`src/rtl/alu_seq_pkg.sv`:
```
// Shared types and op-codes for the sequential ALU.
package alu_seq_pkg;

    typedef logic [1:0] alu_op_t;

    localparam alu_op_t ALU_OP_ADD = 2'd0;
    localparam alu_op_t ALU_OP_SUB = 2'd1;
    localparam alu_op_t ALU_OP_MUL = 2'd2;
    localparam alu_op_t ALU_OP_DIV = 2'd3;

    typedef enum logic {StIdle, StBusy} alu_state_t;

endpackage

```
`src/rtl/alu_seq_iter.sv`:
```
// One radix-2 step: shift-add multiply (LSB first) or restoring divide (MSB first).
module alu_seq_iter #(
    parameter int unsigned WIDTH = 32
) (
    input  logic             div_mode_i,
    input  logic [WIDTH-1:0] acc_i,
    input  logic [WIDTH-1:0] q_i,
    input  logic [WIDTH-1:0] operand_i,
    output logic [WIDTH-1:0] acc_o,
    output logic [WIDTH-1:0] q_o
);

    logic [WIDTH:0] mul_sum;
    logic [WIDTH:0] div_rem;
    logic [WIDTH:0] div_diff;

    always_comb begin
        mul_sum  = {1'b0, acc_i};
        div_rem  = {acc_i, q_i[WIDTH-1]};
        div_diff = div_rem - {1'b0, operand_i};
        acc_o    = acc_i;
        q_o      = q_i;
        if (div_mode_i) begin
            // Remainder stays below the divisor, so it always fits back into WIDTH bits
            if (div_rem >= {1'b0, operand_i}) begin
                acc_o = div_diff[WIDTH-1:0];
                q_o   = {q_i[WIDTH-2:0], 1'b1};
            end else begin
                acc_o = div_rem[WIDTH-1:0];
                q_o   = {q_i[WIDTH-2:0], 1'b0};
            end
        end else begin
            if (q_i[0]) begin
                mul_sum = {1'b0, acc_i} + {1'b0, operand_i};
            end
            acc_o = mul_sum[WIDTH:1];
            q_o   = {mul_sum[0], q_i[WIDTH-1:1]};
        end
    end

endmodule

```
`src/rtl/alu_seq.sv`:
```
// Handshaked add/sub/mul/div ALU with an iterative radix-2 mul/div datapath.
// Define ALU_SEQ_SIGNED_EN to add the signed_op port for two's-complement mul/div.
module alu_seq
    import alu_seq_pkg::*;
#(
    parameter int unsigned WIDTH = 32,
    parameter int unsigned CNT_W = $clog2(WIDTH + 1)
) (
    input  logic             clock,
    input  logic             reset,
    input  logic             start,
    input  logic [1:0]       control,
    input  logic [WIDTH-1:0] op1,
    input  logic [WIDTH-1:0] op2,
`ifdef ALU_SEQ_SIGNED_EN
    input  logic             signed_op,
`endif
    output logic             ready,
    output logic             done,
    output logic [WIDTH-1:0] result,
    output logic [WIDTH-1:0] extra,
    output logic             div_zero
);

    alu_state_t       state_q, state_d;
    logic [CNT_W-1:0] ctr_q, ctr_d;
    logic [WIDTH-1:0] acc_q, acc_d;
    logic [WIDTH-1:0] q_q, q_d;
    logic [WIDTH-1:0] opd_q, opd_d;
    alu_op_t          op_q, op_d;
    logic             neg_res_q, neg_res_d;
    logic             neg_rem_q, neg_rem_d;
    logic [WIDTH-1:0] result_q, result_d;
    logic [WIDTH-1:0] extra_q, extra_d;
    logic             done_q, done_d;
    logic             div_zero_q, div_zero_d;

    logic             sgn;
    logic [WIDTH-1:0] mag1, mag2;
    logic [WIDTH:0]   add_sum, sub_sum;
    logic [WIDTH-1:0] acc_nxt, q_nxt;
    logic [2*WIDTH-1:0] prod;

`ifdef ALU_SEQ_SIGNED_EN
    assign sgn = signed_op;
`else
    assign sgn = 1'b0;
`endif

    // Signed mul/div runs on magnitudes; the sign is restored on the final edge
    assign mag1    = (sgn && op1[WIDTH-1]) ? -op1 : op1;
    assign mag2    = (sgn && op2[WIDTH-1]) ? -op2 : op2;
    assign add_sum = {1'b0, op1} + {1'b0, op2};
    assign sub_sum = {1'b0, op1} + {1'b0, ~op2} + (WIDTH + 1)'(1);

    alu_seq_iter #(
        .WIDTH(WIDTH)
    ) u_iter (
        .div_mode_i(op_q == ALU_OP_DIV),
        .acc_i     (acc_q),
        .q_i       (q_q),
        .operand_i (opd_q),
        .acc_o     (acc_nxt),
        .q_o       (q_nxt)
    );

    always_comb begin
        state_d    = state_q;
        ctr_d      = ctr_q;
        acc_d      = acc_q;
        q_d        = q_q;
        opd_d      = opd_q;
        op_d       = op_q;
        neg_res_d  = neg_res_q;
        neg_rem_d  = neg_rem_q;
        result_d   = result_q;
        extra_d    = extra_q;
        done_d     = 1'b0;
        div_zero_d = div_zero_q;
        prod       = {acc_nxt, q_nxt};
        unique case (state_q)
            StIdle: begin
                if (start) begin
                    div_zero_d = 1'b0;
                    op_d       = control;
                    unique case (control)
                        ALU_OP_ADD: begin
                            result_d = add_sum[WIDTH-1:0];
                            extra_d  = {{(WIDTH-1){1'b0}}, add_sum[WIDTH]};
                            done_d   = 1'b1;
                        end
                        ALU_OP_SUB: begin
                            result_d = sub_sum[WIDTH-1:0];
                            extra_d  = {{(WIDTH-1){1'b0}}, sub_sum[WIDTH]};
                            done_d   = 1'b1;
                        end
                        default: begin
                            if (control == ALU_OP_DIV && op2 == '0) begin
                                result_d   = '1;
                                extra_d    = op1;
                                div_zero_d = 1'b1;
                                done_d     = 1'b1;
                            end else begin
                                acc_d     = '0;
                                q_d       = mag1;
                                opd_d     = mag2;
                                neg_res_d = sgn && (op1[WIDTH-1] ^ op2[WIDTH-1]);
                                neg_rem_d = sgn && op1[WIDTH-1];
                                ctr_d     = CNT_W'(WIDTH);
                                state_d   = StBusy;
                            end
                        end
                    endcase
                end
            end
            StBusy: begin
                acc_d = acc_nxt;
                q_d   = q_nxt;
                ctr_d = ctr_q - CNT_W'(1);
                if (ctr_q == CNT_W'(1)) begin
                    done_d  = 1'b1;
                    state_d = StIdle;
                    if (op_q == ALU_OP_DIV) begin
                        result_d = neg_res_q ? -q_nxt : q_nxt;
                        extra_d  = neg_rem_q ? -acc_nxt : acc_nxt;
                    end else begin
                        if (neg_res_q) begin
                            prod = -{acc_nxt, q_nxt};
                        end
                        result_d = prod[WIDTH-1:0];
                        extra_d  = prod[2*WIDTH-1:WIDTH];
                    end
                end
            end
            default: state_d = StIdle;
        endcase
    end

    always_ff @(posedge clock or posedge reset) begin
        if (reset) begin
            state_q    <= StIdle;
            ctr_q      <= '0;
            acc_q      <= '0;
            q_q        <= '0;
            opd_q      <= '0;
            op_q       <= ALU_OP_ADD;
            neg_res_q  <= 1'b0;
            neg_rem_q  <= 1'b0;
            result_q   <= '0;
            extra_q    <= '0;
            done_q     <= 1'b0;
            div_zero_q <= 1'b0;
        end else begin
            state_q    <= state_d;
            ctr_q      <= ctr_d;
            acc_q      <= acc_d;
            q_q        <= q_d;
            opd_q      <= opd_d;
            op_q       <= op_d;
            neg_res_q  <= neg_res_d;
            neg_rem_q  <= neg_rem_d;
            result_q   <= result_d;
            extra_q    <= extra_d;
            done_q     <= done_d;
            div_zero_q <= div_zero_d;
        end
    end

    assign ready    = (state_q == StIdle);
    assign done     = done_q;
    assign result   = result_q;
    assign extra    = extra_q;
    assign div_zero = div_zero_q;

endmodule

```
`config.mk`:
```
export PLATFORM = sky130hd
export DESIGN_NAME = alu_seq
export DESIGN_NICKNAME = d
export VERILOG_FILES = /design/src/rtl/alu_seq_pkg.sv /design/src/rtl/alu_seq_iter.sv /design/src/rtl/alu_seq.sv
export SDC_FILE = /design/constraint.sdc
export NUM_CORES = 1
export LEC_CHECK = 0
export ABC_AREA = 1
export CORE_MARGIN = 2
export CORE_UTILIZATION = 39
export DETAILED_ROUTE_END_ITERATION = 16
export SETUP_SLACK_MARGIN = 0.05
export SYNTH_ARGS = -nofsm -noshare
export SYNTH_HDL_FRONTEND = slang
export SYNTH_HIERARCHICAL = 1
export SYNTH_SLANG_ARGS = --single-unit
```
`constraint.sdc`:
```
create_clock -name clock -period 6 [get_ports clock]
set_input_delay 1.2 -clock clock [delete_from_list [all_inputs] [get_ports clock]]
set_output_delay 1.2 -clock clock [all_outputs]
set_load 0.01 [all_outputs]
```
After elaboration in Yosys (flattened, before gate mapping):

Cells that the tools add are included.

* output and inout bits: 67
* register bits after elaboration: 171
* input port bits: 69

* equality and inequality tests: 9
* reductions and logical operators: 8
* muxes and demuxes: 38
* bitwise operators: 4
* order comparisons: 1
* add/sub/neg operators: 6

Operators with widths (count)
* $mux 32: 15
* $pmux 32 s2: 6
* $add 32x32->33: 3
* $add 33x1->33 const B: 1
* $ge 33x32->1: 1
* $mux 33: 1
* $logic_not 32->1: 1
* $not 32->32: 1
* $sub 32x32->32: 1
* $mux 6: 3
* $pmux 6 s2: 1
* $mux 1: 10
* $eq 6x1->1 const B: 1
* $ne 2x2->1 const B: 3
* $reduce_and 3->1: 2
* $sub 6x1->6 const B: 1
* $eq 2x2->1 const B: 2
* $ne 4x1->1 const B: 1
* $pmux 1 s2: 2
* $reduce_and 4->1: 1
* $not 1->1: 3
* $eq 2x1->1 const B: 1
* $logic_not 2->1: 1
* $ne 2x1->1 const B: 1
* other kinds (3): 3

Longest topological paths before layout:

* depth in word-level cells: 6
* gate-level depth with buffers: 21
* mapped depth without buffers: 19

Hierarchy:

The synthesis kept the hierarchy.

Modules (own cells, without submodules)
* alu_seq: area an instance 12485.7 um^2, cells each 1931, times used 1, seq. area each 4279.1 um^2
* alu_seq_iter: area an instance 6608.8 um^2, cells each 1329, times used 1, seq. area each 0.0 um^2

Worst setup path before layout:

No wires, ideal clock.

* path type: input port to flip-flop
* start: in op1[0]
* end: reg extra_q[0] (netlist: extra[0])
* setup time: 77 ps
* arrival time: 2713 ps
* stages on the path: 16
* path slack: 3209 ps
* required time: 5923 ps
* path through: inv_1 > ha_1 > fa_1 > inv_1 > nand3_1 > nand3_1 > nand2_1 > nand2_1 > nand2_1 > nand2_1 > nand2_1 > nand2_1 > nand2_1 > nand3_1 > nand2_1 > a21oi_1

* longest elaborated chain between the ends: 5
* elaborated cells on any way between the ends: 7
* classes of those cells: add/sub: 3; mux: 4

Ends and longest elaborated chain
* from (decl): RTL line alu_seq.sv:13 `input logic [WIDTH-1:0] op1,`
* $add 32x32->33: RTL line alu_seq.sv:54 `assign sub_sum = {1'b0, op1} + {1'b0, ~op2} + (WIDTH + 1)'(1);`
* $add 33x1->33: RTL line alu_seq.sv:54
* $pmux 32 s2 *: RTL line alu_seq.sv:86 `unique case (control)`
* $mux 32 *: RTL line alu_seq.sv:83 `if (start) begin`
* $pmux 32 s2 *: RTL line alu_seq.sv:81 `unique case (state_q)`
* to (signal assigned): RTL line alu_seq.sv:163 `extra_q <= extra_d;`
* to (decl): RTL line alu_seq.sv:34 `logic [WIDTH-1:0] extra_q, extra_d;`

Mark *: on every way between the ends. The rest lies on a longest branch, timed or not. The select of a mux whose other input is x is not followed.
A chain may end at the register's enable or synchronous reset.

Final worst setup path:

* start: in control[1]
* end: reg result_q[3] (netlist: result[3])

* longest elaborated chain between the ends: 4
* elaborated cells on any way between the ends: 9
* classes of those cells: eq/ne: 3; mux: 3; reduce/logical: 3

Ends and longest elaborated chain
* from (decl): RTL line alu_seq.sv:12 `input logic [1:0] control,`
* $eq 2x1->1, or another cell as far along: RTL line alu_seq.sv:86
* $pmux 32 s2 or $logic_and 1x1->1 (tied branches): RTL line alu_seq.sv:86, alu_seq.sv:98
* $mux 32 or $ne 4x1->1 (tied branches)
* $pmux 32 s2 or $reduce_and 3->1 (tied branches)
* to (signal assigned): RTL line alu_seq.sv:162 `result_q <= result_d;`
* to (decl): RTL line alu_seq.sv:33 `logic [WIDTH-1:0] result_q, result_d;`

Several ways; a longest one is shown, not always the timed one. The select of a mux whose other input is x is not followed.

==> flow_summary.toml <==
[power_and_ir_drop]
seqPwrFrac_pct = 19.6
p_sw_uw = 6913
power.density_mw_per_mm2 = 577.6
comb_power_share_pct = 71.3
p_leak_uw = 0.01169
ir_drop_v = 0.0002526
sw_frac_of_total_pct = 56.21
internal_power_uw = 5384
clkPwrFrac_pct = 9.1

[timing]
fmax_ghz = 0.2563
finalMaxSlewViolations = 0
setup_tns_ps = 0
setup_viol = 0
clock-skew-final_ps = 15.06
hold_viol_final = 0
worst_pin_slew_ps = 1120
rsz0062_at_grt = "no"
slew_headroom_pct = 25.24
fin_ws_ps = 2099
fin_crit_sh_pct = 65.02
layout_min_cycle_time_ps = 3901

[die]
die_w_um = 225.3
die_area_mm2 = 0.05075
io_pins = 136
core-area_mm2 = 0.04865
die_y_um = 225.3
rows = 81
start_util_pct = 39.25

[clock_tree]
numCtsBuffers = 17
cts.reportedPaths.clkPinSlew_ps = 60
cts_hold_buf = 0
cts_tree = "done"
clk_latency_ps = 460
cts_resized = 0
clock_path_buffers = 2
cts_max_level = 4
root_buffer = "clkbuf_16"
cts_setup_buffers = 0
numClockSinks = 171

[drt]
viasPerCell = 5.163
drt-pass1-iter-count = 6
wirelength_um = 71240
detail-route-antenna-nets = 0
first_iter_violations = 1976
via_count = 20385
drc = 0
wire_per_inst_um = 18.04

[hold_path]
min_from = "ctr_q[4]"
hold_class = "reg -> reg"
whs_path_depth = 1
hold_end = "ctr_q[4]"

[layout]
fin_nets = 3517
syn_to_final_growth_pct = 11.49
drive_gt1_share_pct = 4.720
final_cell_mix = "1,061 x nand2_1, 577 x inv_1, 290 x nand3_1"
n_fill_cell = 5382
final_common_cell = "nand2_1"
n_antenna_cell = 0

[worst_setup_path]
crit_required_ps = 6370
startpoint = "control[1]"
endpoint_kind = "flop"
reg2reg_depth = 15
slowest_delay_ps = 540
crit_path_top_delay_cell = "buf_4"
crit_path_max_fanout = 60
r2r-end = "extra[0]"
arrival_ps = 4270
worstSetupStartpointType = "input pin"
path_class = "in -> reg"
ff2ff_setup_slack_ps = 2530
path_cells = "buf_2 > buf_4 > inv_2 > nor2_1 > nand4_1 > nor3_1 > nand3_1 > nand2_1 > nand2_1 > nand2_4 > buf_4 > nor2_1 > a31oi_1"
r2r_start = "opd_q[30]"

[place]
hpwlAfterDp_um = 57630
portBuffers = 135
gp_congestion = 0.9647
place_ws_ps = 1631

[logic_synthesis]
postSynthCellCount = 3260
ys_ff_latch = 171
synthFlopType = "dfrtp_1"
yosysUniqueCellTypes = 47
synthArstFlopShare_pct = 100.0
netlist_area_mm2 = 0.01909
postSynthAreaPerCell_um2 = 5.857
synth_edf_count = 0
ys_seq_area_share_pct = 22.41
yosys_warnings = 6
syn_nets = 3464

[global_routing]
grt_pass1_vias = 19206
grt_pass1_wl_um = 109900
track_usage_pct = 28.24
globalRoute.totalOverflow = 0
antenna_found_initial = 0
grt_max_degree = 88

[flow_run]
maxCapViolCount = 0

[outcome]
outcome = "finished, final reports clean"
-- flip-flops by register name, indices dropped and copies added, names as in the netlist --
name / cells
div_zero: 1
op_q: 2
result: 32
extra: 32
ctr_q: 6
opd_q: 32
state_q: 1
q_q: 32
done: 1
acc_q: 32
-- power by group through the flow --
stage | logic (uW) | clock network [uW] | registers (uW)
after floorplan | 6290 | 0 | 2190
after global placement | 8640 | 0 | 2410
after detailed placement | 8660 | 0 | 2390
after CTS | 8710 | 1130 | 2390
after global routing | 9840 | 1180 | 2460
final | 8770 | 1120 | 2410
-- critical path: cells and delay by family --
kind                   cells  cell delay [ps]
AO/OA/AOI/OAI              1              150
buffers and inverters      4             1130
AND/OR/NAND/NOR            8             1700
-- per-stage QoR --
step,hold WS (ps),total power [uW],area [um^2],std cells,utilization (%)
CTS,503.1,12230,21290,3948,43.76
finish,510.5,12300,21290,3948,43.76
floorplan,452.9,8482,19090,3260,-
global route,552.6,13490,21290,3948,43.76
detailed placement,494.6,11060,20700,3916,42.55
global placement,487.0,11050,20700,3916,42.55
-- per-layer routing --
layer | global-route usage, % | share of wire, % | vias to the layer above | wire length [um]
met4 | 10.30 | 3.6 | 0 | 2570
li1 | - | - | 10292 | -
met1 | 37.52 | 44 | 9331 | 31430
met5 | 0 | 0 | - | 0
met2 | 47.47 | 47 | 655 | 33260
met3 | 2.894 | 5.6 | 107 | 3977
-- worst max-delay path by stage --
stage	end
final	result[3]
after global routing	result[10]
after CTS	extra[6]
after detailed placement	extra[6]
after global placement	result[5]
after floorplan	acc_q[0]
-- cells in the mapped netlist (7+ instances only) --
master | count | area share, %
nand3_1 | 291 | 7.6
buf_4 | 8 | 0.31
o21ai_0 | 139 | 3.6
nor2_1 | 285 | 5.6
dfrtp_1 | 171 | 22
buf_6 | 9 | 0.53
nand2_2 | 34 | 1.1
nor3_1 | 21 | 0.55
a31oi_1 | 48 | 1.6
inv_1 | 579 | 11
nand2_1 | 1062 | 21
o21bai_1 | 11 | 0.43
xor2_1 | 14 | 0.64
clkbuf_2 | 7 | 0.18
o211ai_1 | 15 | 0.59
buf_2 | 38 | 1.0
clkbuf_1 | 50 | 0.98
nand3_2 | 33 | 1.7
ha_1 | 131 | 8.6
a21oi_1 | 192 | 5.0
xnor2_1 | 14 | 0.64
nand4_1 | 22 | 0.72
inv_2 | 13 | 0.26
nand3b_1 | 12 | 0.47
-- cell families after synthesis --
logic type | count (synthesis) | synth area share, %
mux | 1 | 0.05897
buf+inv | 710 | 15.18
simple gates | 1795 | 40.18
fa+ha+maj | 135 | 9.003
compound gates | 420 | 11.89
xor+xnor | 28 | 1.284
flops | 171 | 22.41
-- area by class of cell --
cell class              count  area (um^2)  share of cell area (%)
clock buffers              22        484.2                   2.274
clock inverters            10        106.4                  0.4996
inverters                 592         2233                   10.49
multi-input cells        2379        11930                   56.05
flip-flops and latches    171         4280                   20.11
well taps                 622        778.2                   3.656
repair buffers            152         1474                   6.923
(Power assumes the default switching activity.)
